### src/rtl/array_alloc_arbiter.sv
// rtl/array_alloc_arbiter.sv - two-requester array allocator with freed-array reuse stack
// and per-array high-water size tracking.
module array_alloc_arbiter #(
  parameter int MemoryElementWidth = 12,
  parameter int NArrays = 4
) (
  input  logic                          clock,
  input  logic                          reset,
  input  logic [1:0]                    reqValid,
  input  logic [1:0]                    reqFree,
  input  logic [MemoryElementWidth-1:0] reqArray0,
  input  logic [MemoryElementWidth-1:0] reqArray1,
  output logic [1:0]                    ack,
  output logic [MemoryElementWidth-1:0] respArray,
  output logic                          respError,
  input  logic                          sizeWe,
  input  logic [MemoryElementWidth-1:0] sizeArray,
  input  logic [MemoryElementWidth-1:0] sizeIndex,
  input  logic [MemoryElementWidth-1:0] sizeRdArray,
  output logic [MemoryElementWidth-1:0] sizeRdData,
  output logic [MemoryElementWidth-1:0] allocs,
  output logic [MemoryElementWidth-1:0] inUse
);

  localparam int W = MemoryElementWidth;
  localparam int IW = (NArrays > 1) ? $clog2(NArrays) : 1;
  localparam int Depth = 1 << IW;
  localparam logic [W-1:0] NArr = W'(NArrays);
  localparam logic [W-1:0] One = W'(1);
  localparam logic [W-1:0] SizeMax = '1;

  typedef enum logic [1:0] {
    IDLE = 2'd0,
    EXEC = 2'd1,
    RESP = 2'd2
  } state_e;

  state_e         state_q, state_d;
  logic           last_q, last_d;
  logic           win_q, win_d;
  logic           op_free_q, op_free_d;
  logic [W-1:0]   op_array_q, op_array_d;
  logic [W-1:0]   allocs_q, allocs_d;
  logic [W-1:0]   in_use_q, in_use_d;
  logic [W-1:0]   freed_top_q, freed_top_d;
  logic [Depth-1:0] freed_flag_q, freed_flag_d;
  logic [W-1:0]   freed_arrays_q [Depth];
  logic [W-1:0]   freed_arrays_d [Depth];
  logic [W-1:0]   array_sizes_q [Depth];
  logic [W-1:0]   array_sizes_d [Depth];
  logic [1:0]     ack_q, ack_d;
  logic [W-1:0]   resp_array_q, resp_array_d;
  logic           resp_error_q, resp_error_d;

  logic [W:0]     size_inc;
  logic [W-1:0]   size_new;
  logic [IW-1:0]  size_idx;
  logic [IW-1:0]  rd_idx;
  logic [IW-1:0]  op_idx;
  logic [IW-1:0]  pop_idx;
  logic [IW-1:0]  push_idx;

  // Index+1 is formed one bit wider so the all-ones index saturates instead of wrapping to 0.
  always_comb begin
    size_inc = {1'b0, sizeIndex} + (W+1)'(1);
    size_new = size_inc[W] ? SizeMax : size_inc[W-1:0];
    size_idx = sizeArray[IW-1:0];
    rd_idx   = sizeRdArray[IW-1:0];
    op_idx   = op_array_q[IW-1:0];
    pop_idx  = freed_top_q[IW-1:0] - IW'(1);
    push_idx = freed_top_q[IW-1:0];
  end

  always_comb begin
    state_d        = state_q;
    last_d         = last_q;
    win_d          = win_q;
    op_free_d      = op_free_q;
    op_array_d     = op_array_q;
    allocs_d       = allocs_q;
    in_use_d       = in_use_q;
    freed_top_d    = freed_top_q;
    freed_flag_d   = freed_flag_q;
    freed_arrays_d = freed_arrays_q;
    array_sizes_d  = array_sizes_q;
    ack_d          = 2'b00;
    resp_array_d   = resp_array_q;
    resp_error_d   = resp_error_q;

    // Size tracking runs first so a same-cycle allocate clear below overrides it.
    if (sizeWe && (sizeArray < NArr) && (array_sizes_q[size_idx] < size_new)) begin
      array_sizes_d[size_idx] = size_new;
    end

    case (state_q)
      IDLE: begin
        if (reqValid != 2'b00) begin
          win_d      = (reqValid == 2'b11) ? ~last_q : reqValid[1];
          op_free_d  = reqFree[win_d];
          op_array_d = win_d ? reqArray1 : reqArray0;
          state_d    = EXEC;
        end
      end
      EXEC: begin
        state_d      = RESP;
        ack_d        = win_q ? 2'b10 : 2'b01;
        resp_error_d = 1'b0;
        resp_array_d = '0;
        if (!op_free_q) begin
          if (freed_top_q != '0) begin
            resp_array_d = freed_arrays_q[pop_idx];
            freed_top_d  = freed_top_q - One;
            freed_flag_d[resp_array_d[IW-1:0]] = 1'b0;
          end else if (allocs_q < NArr) begin
            resp_array_d = allocs_q;
            allocs_d     = allocs_q + One;
          end else begin
            resp_error_d = 1'b1;
          end
          if (!resp_error_d) begin
            array_sizes_d[resp_array_d[IW-1:0]] = '0;
            in_use_d = in_use_q + One;
          end
        end else if ((op_array_q >= allocs_q) || freed_flag_q[op_idx]) begin
          resp_error_d = 1'b1;
        end else begin
          freed_arrays_d[push_idx] = op_array_q;
          freed_top_d  = freed_top_q + One;
          freed_flag_d[op_idx] = 1'b1;
          in_use_d     = in_use_q - One;
          resp_array_d = op_array_q;
        end
      end
      RESP: begin
        last_d  = win_q;
        state_d = IDLE;
      end
      default: state_d = IDLE;
    endcase
  end

  always_ff @(posedge clock or posedge reset) begin
    if (reset) begin
      state_q        <= IDLE;
      last_q         <= 1'b1;
      win_q          <= 1'b0;
      op_free_q      <= 1'b0;
      op_array_q     <= '0;
      allocs_q       <= '0;
      in_use_q       <= '0;
      freed_top_q    <= '0;
      freed_flag_q   <= '0;
      freed_arrays_q <= '{default: '0};
      array_sizes_q  <= '{default: '0};
      ack_q          <= 2'b00;
      resp_array_q   <= '0;
      resp_error_q   <= 1'b0;
    end else begin
      state_q        <= state_d;
      last_q         <= last_d;
      win_q          <= win_d;
      op_free_q      <= op_free_d;
      op_array_q     <= op_array_d;
      allocs_q       <= allocs_d;
      in_use_q       <= in_use_d;
      freed_top_q    <= freed_top_d;
      freed_flag_q   <= freed_flag_d;
      freed_arrays_q <= freed_arrays_d;
      array_sizes_q  <= array_sizes_d;
      ack_q          <= ack_d;
      resp_array_q   <= resp_array_d;
      resp_error_q   <= resp_error_d;
    end
  end

  assign ack        = ack_q;
  assign respArray  = resp_array_q;
  assign respError  = resp_error_q;
  assign allocs     = allocs_q;
  assign inUse      = in_use_q;
  assign sizeRdData = (sizeRdArray < NArr) ? array_sizes_q[rd_idx] : '0;

endmodule

### config.mk
export PLATFORM = sky130hd
export DESIGN_NAME = array_alloc_arbiter
export DESIGN_NICKNAME = d
export VERILOG_FILES = /design/src/rtl/array_alloc_arbiter.sv
export SDC_FILE = /design/constraint.sdc
export NUM_CORES = 1
export LEC_CHECK = 0
export CORE_MARGIN = 2
export CORE_UTILIZATION = 40
export DETAILED_ROUTE_END_ITERATION = 10
export HOLD_SLACK_MARGIN = 0.08
export PLACE_DENSITY = 0.69
export SKIP_CTS_REPAIR_TIMING = 1
export SYNTH_ARGS = -nofsm -noshare
export SYNTH_HDL_FRONTEND = slang
export SYNTH_SLANG_ARGS = --single-unit
### constraint.sdc
create_clock -name clock -period 15.9 [get_ports clock]
set_clock_uncertainty 0.15 [all_clocks]
set_input_delay 3.18 -clock clock [delete_from_list [all_inputs] [get_ports clock]]
set_output_delay 3.18 -clock clock [all_outputs]
set_load 0.01 [all_outputs]
==> results of run 1 <==
-- placed cells by master (no fill, tap or decap), types with 4 or more instances in the layout --
cell / Yosys / routed
a21o_1: 13 / 13
a21oi_1: 17 / 17
a31oi_1: 5 / 5
a32oi_1: 10 / 10
a41oi_1: 4 / 4
and2_1: 4 / 4
and3_1: 12 / 12
buf_4: 1 / 10
clkbuf_16: 0 / 17
clkdlybuf4s50_1: 0 / 117
dfrtp_1: 167 / 167
ha_1: 48 / 48
inv_1: 31 / 30
inv_6: 0 / 5
inv_8: 0 / 4
mux2_2: 67 / 67
mux2i_1: 15 / 15
mux4_2: 36 / 36
nand2_1: 85 / 85
nand2b_1: 16 / 16
nand3_1: 59 / 59
nor2_1: 27 / 27
nor2b_1: 17 / 17
nor3_1: 10 / 10
nor4_1: 7 / 7
o21a_1: 4 / 4
o21ai_0: 52 / 52
o21ai_1: 49 / 49
or3_1: 4 / 4
xnor2_1: 22 / 22
xor2_1: 4 / 4
-- cells by family after synthesis --
group	synth area share [%]
simple gates	13.6
xor+xnor	2.37
compound gates	12.2
buf+inv	3.54
mux	17.8
fa+ha+maj	6.66
flops	43.7
-- flip-flops by register name (all words and copies together), names as in the netlist, 2 cells and up --
register / flops
respArray: 12
state_q: 2
freed_arrays_q: 48
array_sizes_q: 48
op_array_q: 12
freed_flag_q: 4
allocs: 12
ack: 2
inUse: 12
freed_top_q: 12
-- routing by layer --
layer	wire length [um]	track usage, %
met1	10300	24.4
met2	11500	32.3
met3	1060	3.78
met4	407	5.00
met5	0	0
-- power by group through the flow --
| stage | sequential (mW) | combinational (mW) | clock [mW] |
|---|---|---|---|
| after floorplan | 0.640 | 0.666 | 0 |
| after global placement | 0.662 | 0.895 | 0 |
| after detailed placement | 0.665 | 0.917 | 0 |
| after CTS | 0.659 | 0.922 | 0.415 |
| after global routing | 0.678 | 1.02 | 0.431 |
| final | 0.659 | 0.913 | 0.405 |
-- critical path, stage by stage --
cell,delay [ns]
clkdlybuf4s50_1,1.04
mux4_2,0.60
nor2b_1,0.14
clkdlybuf4s50_1,0.50
-- per-stage QoR --
step,power (mW),worst slack (ns),cell area [sq um]
floorplan,1.31,8.02,9620
global placement,1.56,7.14,11100
detailed placement,1.58,7.09,11100
CTS,2.00,7.08,11600
global route,2.13,6.96,11600
finish,1.98,7.11,11600
-- synth_stat cells (22+ instances only) --
| cell type | instances |
|---|---|
| nand2_1 | 85 |
| mux4_2 | 36 |
| mux2_2 | 67 |
| o21ai_0 | 52 |
| inv_1 | 31 |
| ha_1 | 48 |
| dfrtp_1 | 167 |
| xnor2_1 | 22 |
| o21ai_1 | 49 |
| nand3_1 | 59 |
| clkbuf_1 | 36 |
| nor2_1 | 27 |
-- cell type report --
cell class                 count  area, sq um
timing repair buffer         127         1250
sequential                   168         4210
clock buffer                  20          467
tap                          319          399
fill                        2189        11900
clock inverter                12          104
multi-input combinational    640         5080
inverter                      32          125
-- how the worst max path moves through the flow --
stage | startpoint | end | slack [ns] | cells past startpoint
6_report | sizeRdArray[0] | sizeRdData[0] | 7.11 | 4
5_1_grt | sizeRdArray[0] | sizeRdData[7] | 6.96 | 4
4_1_cts | sizeRdArray[0] | sizeRdData[0] | 7.08 | 4
3_5_place_dp | sizeRdArray[0] | sizeRdData[0] | 7.09 | 4
3_3_place_gp | sizeRdArray[0] | sizeRdData[0] | 7.14 | 4
2_1_floorplan | reset | ack[0]$_DFF_PP0_ | 8.02 | 1
==> out/qor.yml, run 1 <==
status:
  outcome: "finished, final reports clean"
detailed_routing:
  wl_um: 23300
  vias: 7214
  wl_per_cell_um: 17.7
  viasPerCell: 5.47
  drt-initial-drc-count: 420
  drt_first_pass_iters: 7
  drc_errors: 0
  drt.antenna.violating_nets: 0
clock_tree:
  cts_buffers: 17
  insertion_delay_ns: 0.43
  h-tree-depth: 4
  cts_tree: "yes"
  cts_max_path_buffers: 2
  cts.reportedPaths.clkPinSlew_ns: 0.07
  cts_sinks: 168
  root_buffer: "clkbuf_16"
yosys:
  synth-seq-cells: 168
  netlist.area_leader.share_pct: 43.4
  netlist_area_sq_um: 9620
  synth_edf_count: 0
  synthCells: 893
  synth.area.top_cells: "dfrtp_1, mux4_2, mux2_2"
  seq_area_frac_synth_pct: 43.7
  ys_types: 67
  synthArstFlopShare_pct: 100
  synth_nets: 1010
  yosysWarnings: 0
  avgSynthCellArea_sq_um: 10.8
  synth_flop_cell: "dfrtp_1"
  yosysTopAreaCell: "dfrtp_1"
sta:
  max_freq_mhz: 114
  post-route-min-period_ns: 8.79
  drv_slew: 0
  finalHoldViolations: 0
  grt_setup_unrepaired: "false"
  worst_pin_slew_ns: 0.992
  timing.hold.ws_ns: 0.283
  finalCritPeriodShare_pct: 55.3
  slew_headroom_pct: 33.9
  setup_viol: 0
  finalSetupTns_ns: 0
cells_and_area:
  num-nets-final: 1103
  instances_no_fill: 1318
  drive_above_1_share_pct: 15.7
  finish.utilization_pct: 49.4
  area_growth_pct: 20.9
  n_antenna_cell: 0
worst_setup_path:
  worstSetupStartpointType: "input port"
  endpoint_kind: "output pin"
  rr_endpoint: "freed_arrays_q[15]$_DFFE_PP0P_"
  ff2ff_path_depth: 10
  cp.arrival_ns: 5.46
  critPathKind: "in2out"
  r2r_start: "op_array_q[0]$_DFFE_PP0P_"
  worst-endpoint-required_ns: 12.57
  r2r_slack_ns: 12.24
  crit_path_max_fanout: 12
pwr:
  clkPwrFrac_pct: 20.5
  vdd_drop_max_mv: 0.127
  p_sw_share_pct: 38.2
  p_int_mw: 1.22
  power_leakage_nw: 5.07
  switchingPower_uw: 756
  pwr-share-seq_pct: 33.3
  power_density_nw_per_um2: 170
  power.share.combinational_pct: 46.2
placement:
  portBuffers: 117
  dp_cells: 1286
  dp.final_hpwl_um: 16100
  routabilityCongestion: 0.841
floorplan:
  ios: 118
  die_w_um: 159
  fp.dieH_um: 159
  coreArea_sq_um: 23500
  dieArea_sq_um: 25300
  initial_core_util_pct: 40.9
  rows: 56
global_routing:
  antenna_found_initial: 0
  grt_max_degree: 108
  grt_pass1_vias: 7224
  overflow: 0
  track_usage_pct: 18.8
  grt_pass1_wl_um: 38200
min_path:
  hp-class: "reg2reg"
  holdCritStartpoint: "allocs[11]$_DFFE_PP0P_"
  whs_endpoint: "allocs[11]$_DFFE_PP0P_"
  hold_path_depth: 0
run:
  drv_cap: 0
Power figures use the tool's default switching activity.
==> run 2: changes to the inputs <==
--- a/config.mk
+++ b/config.mk
@@ -9,7 +9,7 @@
 export CORE_UTILIZATION = 40
 export DETAILED_ROUTE_END_ITERATION = 10
 export HOLD_SLACK_MARGIN = 0.08
-export PLACE_DENSITY = 0.69
+export PLACE_DENSITY = 0.71
 export SKIP_CTS_REPAIR_TIMING = 1
 export SYNTH_ARGS = -nofsm -noshare
 export SYNTH_HDL_FRONTEND = slang
==> constraint.sdc (replaced) <==
create_clock -name clock -period 7.6 [get_ports clock]
set_clock_uncertainty 0.15 [all_clocks]
set_input_delay 1.52 -clock clock [delete_from_list [all_inputs] [get_ports clock]]
set_output_delay 1.52 -clock clock [all_outputs]
set_load 0.01 [all_outputs]
==> out/qor.yml, run 2 (synthesized netlist as in run 1, its figures left out) <==
pwr:
  p_sw_share_pct: 36.4
  p_int_mw: 2.70
  clkPwrFrac_pct: 22.7
  power_density_nw_per_um2: 363
  power.share.combinational_pct: 45.0
  power_leakage_nw: 5.11
  switchingPower_mw: 1.55
  vdd_drop_max_mv: 0.209
  pwr-share-seq_pct: 32.3
sta:
  timing.hold.ws_ns: 0.291
  finalHoldViolations: 0
  setup_viol: 0
  finalCritPeriodShare_pct: 73.0
  finalSetupTns_ns: 0
  worst_pin_slew_ns: 1.02
  slew_headroom_pct: 31.8
  grt_setup_unrepaired: "false"
  post-route-min-period_ns: 5.55
  drv_slew: 0
  max_freq_mhz: 180
floorplan:
  coreArea_sq_um: 23500
  rows: 56
  initial_core_util_pct: 40.9
  die_w_um: 159
  dieArea_sq_um: 25300
  ios: 118
  fp.dieH_um: 159
worst_setup_path:
  crit_chain: "clkdlybuf4s50_1 > mux4_2 > ha_1 > a2111oi_0 > a211oi_1 > o311ai_4 > nand4bb_2 > nand3_1 > o21ai_1"
  endpoint_kind: "flip-flop"
  critPathKind: "in2reg"
  cp_num_buf_inv: 1
  r2r_slack_ns: 3.77
  worst-endpoint-required_ns: 7.73
  cp.arrival_ns: 5.68
  worstSetupStartpointType: "input port"
  crit_family: "compound AO/OA/AOI/OAI gates"
  crit_path_max_fanout: 24
  cpPeakStageDelay_ns: 1.14
  cp_slowest_cell: "clkdlybuf4s50_1"
global_routing:
  grt_max_degree: 75
  grt_pass1_wl_um: 37700
  antenna_found_initial: 0
  grt_pass1_vias: 7292
  track_usage_pct: 18.4
  overflow: 0
cells_and_area:
  final_cell_mix: "dfrtp_1, clkdlybuf4s50_1, nand2_1"
  area_growth_pct: 21.9
  top_regs: "array_sizes_q x48, freed_arrays_q x48"
  register_area_sq_um: 4210
  fillCellCount: 2121
  n_antenna_cell: 0
  multi_input_area_sq_um: 5080
  num-nets-final: 1105
  drive_above_1_share_pct: 15.6
  instances_no_fill: 1320
  mostFrequentLayoutCell: "dfrtp_1"
clock_tree:
  cts_max_path_buffers: 2
  cts_sinks: 168
  h-tree-depth: 4
  cts_tree: "yes"
  cts_buffers: 17
  root_buffer: "clkbuf_16"
  insertion_delay_ns: 0.43
  cts.reportedPaths.clkPinSlew_ns: 0.07
detailed_routing:
  drc_errors: 0
  drt.antenna.violating_nets: 0
  viasPerCell: 5.43
  drt-initial-drc-count: 375
  wl_per_cell_um: 17.2
  drt_first_pass_iters: 5
  vias: 7167
  wl_um: 22700
status:
  outcome: "finished, final reports clean"
placement:
  portBuffers: 117
  routabilityCongestion: 0.857
  dp_cells: 1288
  dp.final_hpwl_um: 16300
min_path:
  hp-class: "reg2reg"
run:
  drv_cap: 0
==> run 2: area by class of cell <==
cell class | count | area share [%]
Sequential cell | 168 | 35.9
Clock inverter | 10 | 1.64
Timing Repair Buffer | 129 | 10.8
Inverter | 32 | 1.07
Tap cell | 319 | 3.40
Clock buffer | 22 | 3.96
Multi-Input combinational cell | 640 | 43.3
==> run 2: metrics by stage <==
stage               setup WS, ns  power [mW]  utilization, %  instance area, sq um
floorplan                   1.38        2.73               -                  9620
global placement            1.84        3.25            47.0                 11100
detailed placement          1.68        3.29            47.0                 11100
CTS                         2.02        4.28            49.8                 11700
global route                1.69        4.57            49.8                 11700
finish                      2.05        4.25            49.8                 11700
==> run 2: path summary, 6_finish.rpt <==
check,from,end,cells past startpoint
worst max-delay path,sizeArray[0],array_sizes_q[45]$_DFF_PP0_,9
worst min-delay path,allocs[3]$_DFFE_PP0P_,allocs[3]$_DFFE_PP0P_,0
worst max register to register,allocs[5]$_DFFE_PP0P_,freed_arrays_q[22]$_DFFE_PP0P_,10
worst min register to register,allocs[3]$_DFFE_PP0P_,allocs[3]$_DFFE_PP0P_,0
max in group asynchronous,reset,freed_arrays_q[15]$_DFFE_PP0P_,3
min in group asynchronous,reset,inUse[11]$_DFFE_PP0P_,2
==> run 2: per-layer routing <==
metal  vias to the layer above  share of wire (%)  wire [um]  track usage [%]
li1                       3474                  -          -                -
met1                      3473                 44      10000             24.0
met2                       193                 49      11200             31.1
met3                        27                5.5       1250             4.04
met4                         0                1.1        243             4.71
met5                         -                  0          0                0
==> run 2: power by group through the flow <==
stage | Sequential [mW] | Combinational (mW) | Clock [mW]
floorplan | 1.34 | 1.39 | 0
finish | 1.38 | 1.91 | 0.963
CTS | 1.37 | 1.93 | 0.980
global route | 1.42 | 2.14 | 1.02
global placement | 1.38 | 1.87 | 0
detailed placement | 1.39 | 1.91 | 0
==> run 3: changes to the inputs <==
==> constraint.sdc (replaced) <==
create_clock -name clock -period 4.9 [get_ports clock]
set_clock_uncertainty 0.15 [all_clocks]
set_input_delay 0.98 -clock clock [delete_from_list [all_inputs] [get_ports clock]]
set_output_delay 0.98 -clock clock [all_outputs]
set_load 0.01 [all_outputs]
==> out/qor.yml, run 3 (synthesized netlist as in run 1, its figures left out) <==
status:
  outcome: "finished, final reports clean"
worst_setup_path:
  cpPeakStageDelay_ns: 0.51
  r2r_start: "op_array_q[0]$_DFFE_PP0P_"
  worst-endpoint-required_ns: 5.05
  worstSetupStartpointType: "input port"
  crit_chain: "clkdlybuf4s50_1 > ha_1 > and4_1 > nand3_1 > nand2_1 > inv_1 > ha_1 > a2111oi_1 > a211oi_1 > o311ai_4 > nand4b_2 > buf_4 > nand3_1 > o21ai_1"
  critPathKind: "in2reg"
  cp_slowest_cell: "clkdlybuf4s50_1"
  r2r_slack_ns: 1.36
  endpoint_kind: "flip-flop"
  cp.arrival_ns: 4.41
  startpoint: "sizeIndex[0]"
  crit_path_max_fanout: 16
floorplan:
  rows: 56
  die_w_um: 159
  dieArea_sq_um: 25300
  initial_core_util_pct: 40.9
  coreArea_sq_um: 23500
  fp.dieH_um: 159
  ios: 118
detailed_routing:
  drt.antenna.violating_nets: 0
  drt_first_pass_iters: 6
  wl_um: 23600
  drt-initial-drc-count: 472
  drc_errors: 0
  vias: 7448
  viasPerCell: 5.55
  wl_per_cell_um: 17.6
sta:
  max_freq_mhz: 235
  slew_headroom_pct: 35.0
  finalSetupTns_ns: 0
  setup_viol: 0
  setup_slack_ns: 0.647
  drv_slew: 0
  finalCritPeriodShare_pct: 86.8
  finalHoldViolations: 0
  grt_setup_unrepaired: "false"
  worst_pin_slew_ns: 0.974
  post-route-min-period_ns: 4.25
cells_and_area:
  post-route-cell-area_sq_um: 11800
  mostFrequentLayoutCell: "dfrtp_1"
  fillCellCount: 2174
  num-nets-final: 1127
  area_growth_pct: 23.2
  n_antenna_cell: 0
  final_cell_mix: "dfrtp_1, clkdlybuf4s50_1, nand2_1"
  drive_above_1_share_pct: 17.7
  finish.utilization_pct: 50.3
  top_regs: "array_sizes_q x48, freed_arrays_q x48"
min_path:
  hp-class: "reg2reg"
  holdCritStartpoint: "allocs[9]$_DFFE_PP0P_"
clock_tree:
  root_buffer: "clkbuf_16"
  cts_max_path_buffers: 2
  h-tree-depth: 4
  cts_tree: "yes"
  cts_sinks: 168
  cts.reportedPaths.clkPinSlew_ns: 0.07
  cts_buffers: 17
  insertion_delay_ns: 0.43
global_routing:
  grt_max_degree: 169
  overflow: 0
  grt_pass1_wl_um: 38600
  antenna_found_initial: 0
  track_usage_pct: 18.9
  grt_pass1_vias: 7383
pwr:
  power_leakage_nw: 5.19
  switchingPower_mw: 2.46
  pwr-share-seq_pct: 32.4
  vdd_drop_max_mv: 0.395
  totalPowerFinal_mw: 6.52
  power.share.combinational_pct: 46.5
  power_density_nw_per_um2: 550
  p_sw_share_pct: 37.7
  p_int_mw: 4.06
  clkPwrFrac_pct: 21.1
placement:
  portBuffers: 117
  place_worst_setup_slack_ns: 0.270
  routabilityCongestion: 0.826
  placed_cell_area_sq_um: 11200
  dp.final_hpwl_um: 16700
run:
  drv_cap: 0
[run 3: cell types whose count changed in the layout (fill, tap and decap cells not counted), moves of 2 or more]
| cell | previous run | this run |
|---|---|---|
| buf_4 | 12 | 33 |
| inv_8 | 1 | 3 |
| bufinv_16 | 5 | 2 |
| clkinv_2 | 1 | 3 |
| clkinvlp_4 | 0 | 2 |
| clkbuf_1 | 3 | 0 |
| inv_6 | 1 | 3 |
[run 3: worst max-delay path: cells and delay by family]
kind / cells / cell delay [ns]
adder cells (fa/ha/maj): 2 / 0.53
AND/OR/NAND/NOR: 5 / 0.99
buffers and inverters: 3 / 0.81
AO/OA/AOI/OAI: 4 / 1.10
[run 3: routing by layer]
| layer | global-route usage, % | share of wire (%) | up-vias |
|---|---|---|---|
| li1 | - | - | 3522 |
| met1 | 24.6 | 43 | 3630 |
| met2 | 31.6 | 49 | 253 |
| met3 | 4.25 | 6.0 | 43 |
| met4 | 5.66 | 1.9 | 0 |
| met5 | 0 | 0 | - |
[run 3: layout make-up]
| type | count | area (sq um) | area share, % |
|---|---|---|---|
| tap | 319 | 399 | 3.37 |
| timing repair buffer | 151 | 1440 | 12.1 |
| sequential | 168 | 4210 | 35.5 |
| multi-input combinational | 640 | 5080 | 42.9 |
| clock inverter | 14 | 160 | 1.35 |
| inverter | 32 | 124 | 1.05 |
| clock buffer | 18 | 439 | 3.71 |
[run 3: stage by stage]
stage	hold slack [ns]	std cells
floorplan	0.280	893
global placement	0.276	1310
detailed placement	0.274	1310
CTS	0.291	1342
global route	0.300	1342
finish	0.287	1342
[run 3: power by group through the flow]
stage | Clock [mW] | Combinational [mW] | Sequential (mW)
floorplan | 0 | 2.16 | 2.08
global placement | 0 | 2.96 | 2.12
detailed placement | 0 | 3.01 | 2.13
CTS | 1.41 | 3.04 | 2.11
global route | 1.46 | 3.38 | 2.17
finish | 1.37 | 3.03 | 2.11
[run 3: final timing paths]
check / cells after the start / endpoint
worst max-delay path: 14 / array_sizes_q[28]$_DFF_PP0_
worst min-delay path: 0 / allocs[9]$_DFFE_PP0P_
worst max register to register: 9 / freed_arrays_q[31]$_DFFE_PP0P_
worst min register to register: 0 / allocs[9]$_DFFE_PP0P_
max in group asynchronous: 3 / array_sizes_q[20]$_DFF_PP0_
min in group asynchronous: 3 / inUse[5]$_DFFE_PP0P_
==> patch 1, RTL diff (config.mk and constraints of run 2) <==
Change the parameter `NArrays` from 4 to 8.
--- a/src/rtl/array_alloc_arbiter.sv
+++ b/src/rtl/array_alloc_arbiter.sv
@@ -4,3 +4,3 @@
   parameter int MemoryElementWidth = 12,
-  parameter int NArrays = 4
+  parameter int NArrays = 8
 ) (
Formal check against the unedited RTL: not equivalent (a bounded check fails within 4 cycles, from zero or initial values and one cycle with reset high).
==> patch 1 against run 2 <==
  * Hold slack lost 0.035 ns
  * Area after synthesis grew 57%
  * Sequential cell count grew 100
  * Routed wire length up 66%
  * Sequential power rose by 52%
  * Final area rose by 50%
  * Worst setup slack worse by 0.39 ns
  * Power is 39% higher
==> patch 1: results (changes against run 2) <==
* Peak supply drop at 0.341 mV (+63%)
* Dpl cell area at 16,600 um^2 (+50%)
* Netlist cell types at 68 (+1.5%)
* Sequential share of the synthesized area at 44.5% (+0.74 points)
* Static Leak at 8.52 nW (+67%)
* Layout cells sized above 1 at 17.6% (+2.0 points)
* Synth top area cells: dfrtp_1 44%, mux2i_1 9.4%, mux4_2 9.0%
* Place WS at 1.35 ns (-0.326 ns)
* Syn nets at 1,426 (+41%)
* Post-detail-place hpwl at 25,000 um (+53%)
* Synth top cells by count: 267 x dfrtp_1, 176 x nor2_1, 141 x mux2i_1
* Status: complete, no violations
* Max Buffers Root-to-Sink at 3 (+1)
* Global Route Usage Sum at 19.6% (+1.2 points)
* Hold wc startpoint: allocs[4]$_DFFE_PP0P_
* Clk_lat worst skew at 0.56 ns (+0.13 ns)
* Routed length per placed instance at 19.6 um (+14%)
* Worst hold slack at 0.256 ns (-0.0349 ns)
* Fin worst setup slack at 1.66 ns (-0.392 ns)
* Placed cells at 1,865 (+45%)
* CTS Buf Count at 29 (+12)
* Worst setup path startpoint: sizeRdArray[1]
* GPL Wtd Cong at 0.874 (+2.0%)
* Total wire length at 37,600 um (+66%)
* Fillers at 3,349 (+58%)
* Slew @ Worst Pin at 1.35 ns (+0.333 ns)
* H-Tree Level Count at 1 (-3)
* Multi-input gate area at 7770 um^2 (+53%)
* First-pass GRT wire length at 60,900 um (+62%)
* Layout Nets at 1,500 (+36%)
* Crit-path max FO at 22 (-8.3%)
* FF-to-FF Start: freed_top_q[0]$_DFFE_PP0P_
* Via count at 10,700 (+49%)
* Worst endpoint data arrival time at 4.27 ns (-1.41 ns)
## patch 1: area by class of cell
type,instances,area share (%)
well taps,511,3.63
clock inverters,11,0.996
inverters,43,0.939
multi-input cells,912,44.2
repair buffers,131,7.30
flip-flops and latches,268,38.1
clock buffers,42,4.86
## patch 1: logic make-up (layout without fill, tap and decap cells)
group	after synthesis	count (layout)	share of synthesized area, %
AO/OA/AOI/OAI	161	161	8.09
adder cells (fa/ha/maj)	48	48	4.08
flip-flops	268	268	44.5
AND/OR/NAND/NOR	355	355	10.5
buffers and inverters	131	227	4.09
multiplexers	316	316	26.9
XOR/XNOR	32	32	1.86
## patch 1: final timing paths
kind / end / cells after the start
hold / removal: allocs[4]$_DFFE_PP0P_ / 0
hold reg to reg: allocs[4]$_DFFE_PP0P_ / 0
min in group asynchronous: array_sizes_q[2]$_DFF_PP0_ / 2
max in group asynchronous: freed_arrays_q[53]$_DFFE_PP0P_ / 3
setup / recovery: sizeRdData[7] / 6
setup reg to reg: array_sizes_q[76]$_DFF_PP0_ / 10
## patch 1: layer usage
| layer | track usage, % | vias to the layer above | part of all wire (%) |
|---|---|---|---|
| li1 | - | 4887 | - |
| met1 | 26.1 | 5386 | 43 |
| met2 | 33.3 | 351 | 49 |
| met3 | 3.17 | 63 | 6.1 |
| met4 | 4.96 | 0 | 2.3 |
| met5 | 0 | - | 0 |
## patch 1: report_power, final
part,internal (mW),switching [mW]
clock network,0.916,0.593
registers,1.77,0.330
logic,1.13,1.18
total,3.82,2.10
## patch 1: critical path, cell delays in order
cell and delay [ns]:
clkdlybuf4s50_1 1.33, buf_4 0.28, mux4_2 0.30, mux2i_1 0.27
nor2_1 0.07, clkdlybuf4s50_1 0.50
==> patch 2, RTL diff (config.mk and constraints of run 2) <==
Made on the original files. Re-encode `state_e` (3 states) as one-hot, 3 bits wide.
--- a/src/rtl/array_alloc_arbiter.sv
+++ b/src/rtl/array_alloc_arbiter.sv
@@ -31,6 +31,6 @@
 
-  typedef enum logic [1:0] {
-    IDLE = 2'd0,
-    EXEC = 2'd1,
-    RESP = 2'd2
+  typedef enum logic [2:0] {
+    IDLE = 3'b001,
+    EXEC = 3'b010,
+    RESP = 3'b100
   } state_e;
Check against the original RTL: no difference found for any inputs over 4 cycles, from zero or initial values and one cycle with reset high; so few cycles prove little.
==> patch 2 against run 2 <==
  * Critical path type unchanged
  * Hold slack got worse by 0.036 ns
  * Final area is 2.3% lower
  * Power shrank 9.5%
  * Sequential cell count rose by 1
  * Worst setup slack got worse by 0.19 ns
  * Area after synthesis is 1.1% lower
  * Routed wire length is 1.8% higher
==> patch 2: results (changes against run 2) <==
* Hold WC Path Type: reg2reg
* Slowest CP cell: nand3b_1
* Synth Area in XOR/XNOR at 2.30% (-0.065 points)
* Crit-path max cell delay at 0.72 ns (-0.42 ns)
* Largest net degree at the start of global routing at 66 (-12%)
* Metal-1 WL at 10,200 um (+1.5%)
* Hold wc startpoint: allocs[3]$_DFFE_PP0P_
* Placed cells at 1,281 (-0.54%)
* GPL Wtd Cong at 0.852 (-0.62%)
* Layout cells sized above 1 at 14.2% (-1.4 points)
* Clk_lat worst skew at ~0.44 ns
* Routed length per placed instance at 17.6 um (+2.4%)
* FF-to-FF Start: freed_top_q[0]$_DFFE_PP0P_
* Post-detail-place hpwl at 16,100 um (-1.5%)
* Hold Path Depth at 0 (unchanged)
* Compound-Gate Fraction of Synth Area at 12.3% (+0.089 points)
* Worst endpoint data arrival time at 5.86 ns (+0.18 ns)
* Static Leak at 5.13 nW (+0.28%)
* Delay-heaviest family, CP: simple AND/OR/NAND/NOR gates
* Average size of a mapped cell at 10.7 um^2 (-1.0%)
* R2R Path End: array_sizes_q[25]$_DFF_PP0_
* R2r setup slk at 3.29 ns (-0.48 ns)
* Syn nets at 1,009 (-0.099%)
* Clk slew on worst S/H paths at 0.07 ns (about the same)
* Drt initial violations at 491 (+31%)
* Sequential share of the synthesized area at 44.5% (+0.78 points)
* Post-synthesis mux area share at 17.4% (-0.40 points)
* Met2 wire len at 11,100 um (-1.2%)
* Vias in the first global route at 7,104 (-2.6%)
* Via count at 7,184 (+0.24%)
* Global Route Usage Sum at 19.2% (+0.81 points)
* Slew @ Worst Pin at 1.05 ns (+0.0341 ns)
* Place WS at 1.50 ns (-0.182 ns)
* Worst hold slack at 0.255 ns (-0.0358 ns)
* Peak supply drop at 0.178 mV (-15%)
* Crit-path max FO at 24 (unchanged)
* Synth top cells by count: 167 x dfrtp_1, 100 x nand2_1, 84 x o21ai_0
* Met3 WL at 1440 um (+15%)
* First-pass GRT wire length at 37,300 um (-0.93%)
* Biggest regs: array_sizes_q x48, freed_arrays_q x48
* R2R depth at 7 (-3)
* F_max at 174 MHz (-3.4%)
* # diodes at 0 (unchanged)
* Dpl cell area at 10,900 um^2 (-1.5%)
* Synth top area cells: dfrtp_1 44%, mux4_2 8.8%, mux2_2 6.6%
* DRC errors left at 0 (unchanged)
* Status: complete, no violations
* Layout Nets at 1,098 (-0.63%)
* Synth Area in Adders at 6.74% (+0.077 points)
* Detail-routed via count per cell at 5.47 (+0.77%)
* Yosys warning total at 0 (unchanged)
* Drt first pass iters at 4 (-1)
* Max Buffers Root-to-Sink at 2 (unchanged)
* CTS Buf Count at 17 (unchanged)
* Netlist cell types at 62 (-7.5%)
[patch 2: cell count changes after synthesis, moves of 9 or more]
cell / change
buf_2: -13
mux2_2: -11
nand2_1: +15
o21ai_0: +32
a21oi_1: +9
nand2b_1: -10
o21ai_1: -37
a22oi_1: +11
a32oi_1: -10
[patch 2: worst max path at each step]
stage | cells after the start | startpoint | end
4_1_cts | 15 | sizeIndex[0] | array_sizes_q[30]$_DFF_PP0_
2_1_floorplan | 1 | reset | ack[0]$_DFF_PP0_
3_5_place_dp | 15 | sizeIndex[0] | array_sizes_q[35]$_DFF_PP0_
3_3_place_gp | 15 | sizeIndex[0] | array_sizes_q[44]$_DFF_PP0_
5_1_grt | 15 | sizeIndex[0] | array_sizes_q[29]$_DFF_PP0_
6_report | 15 | sizeIndex[0] | array_sizes_q[30]$_DFF_PP0_
[patch 2: cell families (layout without fill, tap and decap cells)]
kind of cell               count (synthesis)  in the layout
and+or+nand+nor                          260            260
AOI/OAI and AO/OA                        190            190
DFF                                      169            169
muxes                                    112            112
buffers and inverters                     86            188
adders and majority gates                 50             50
xor gates and xnor gates                  25             25
[patch 2: final cells by class]
cell class,instances,area (um^2)
Timing Repair Buffer,123,1220
Clock buffer,20,437
Clock inverter,12,108
Sequential cell,169,4230
Multi-Input combinational cell,637,4930
Tap cell,319,399
Inverter,33,129
Fill cell,2149,11900
[patch 2: where the power goes]
group,internal [mW],switching [mW]
clock network,0.428,0.386
registers,1.14,0.253
logic,0.810,0.827
total,2.38,1.47
[patch 2: metal layers]
| metal | GRT usage [%] | vias up |
|---|---|---|
| li1 | - | 3424 |
| met1 | 25.2 | 3508 |
| met2 | 31.9 | 222 |
| met3 | 4.11 | 30 |
| met4 | 6.01 | 0 |
| met5 | 0 | - |
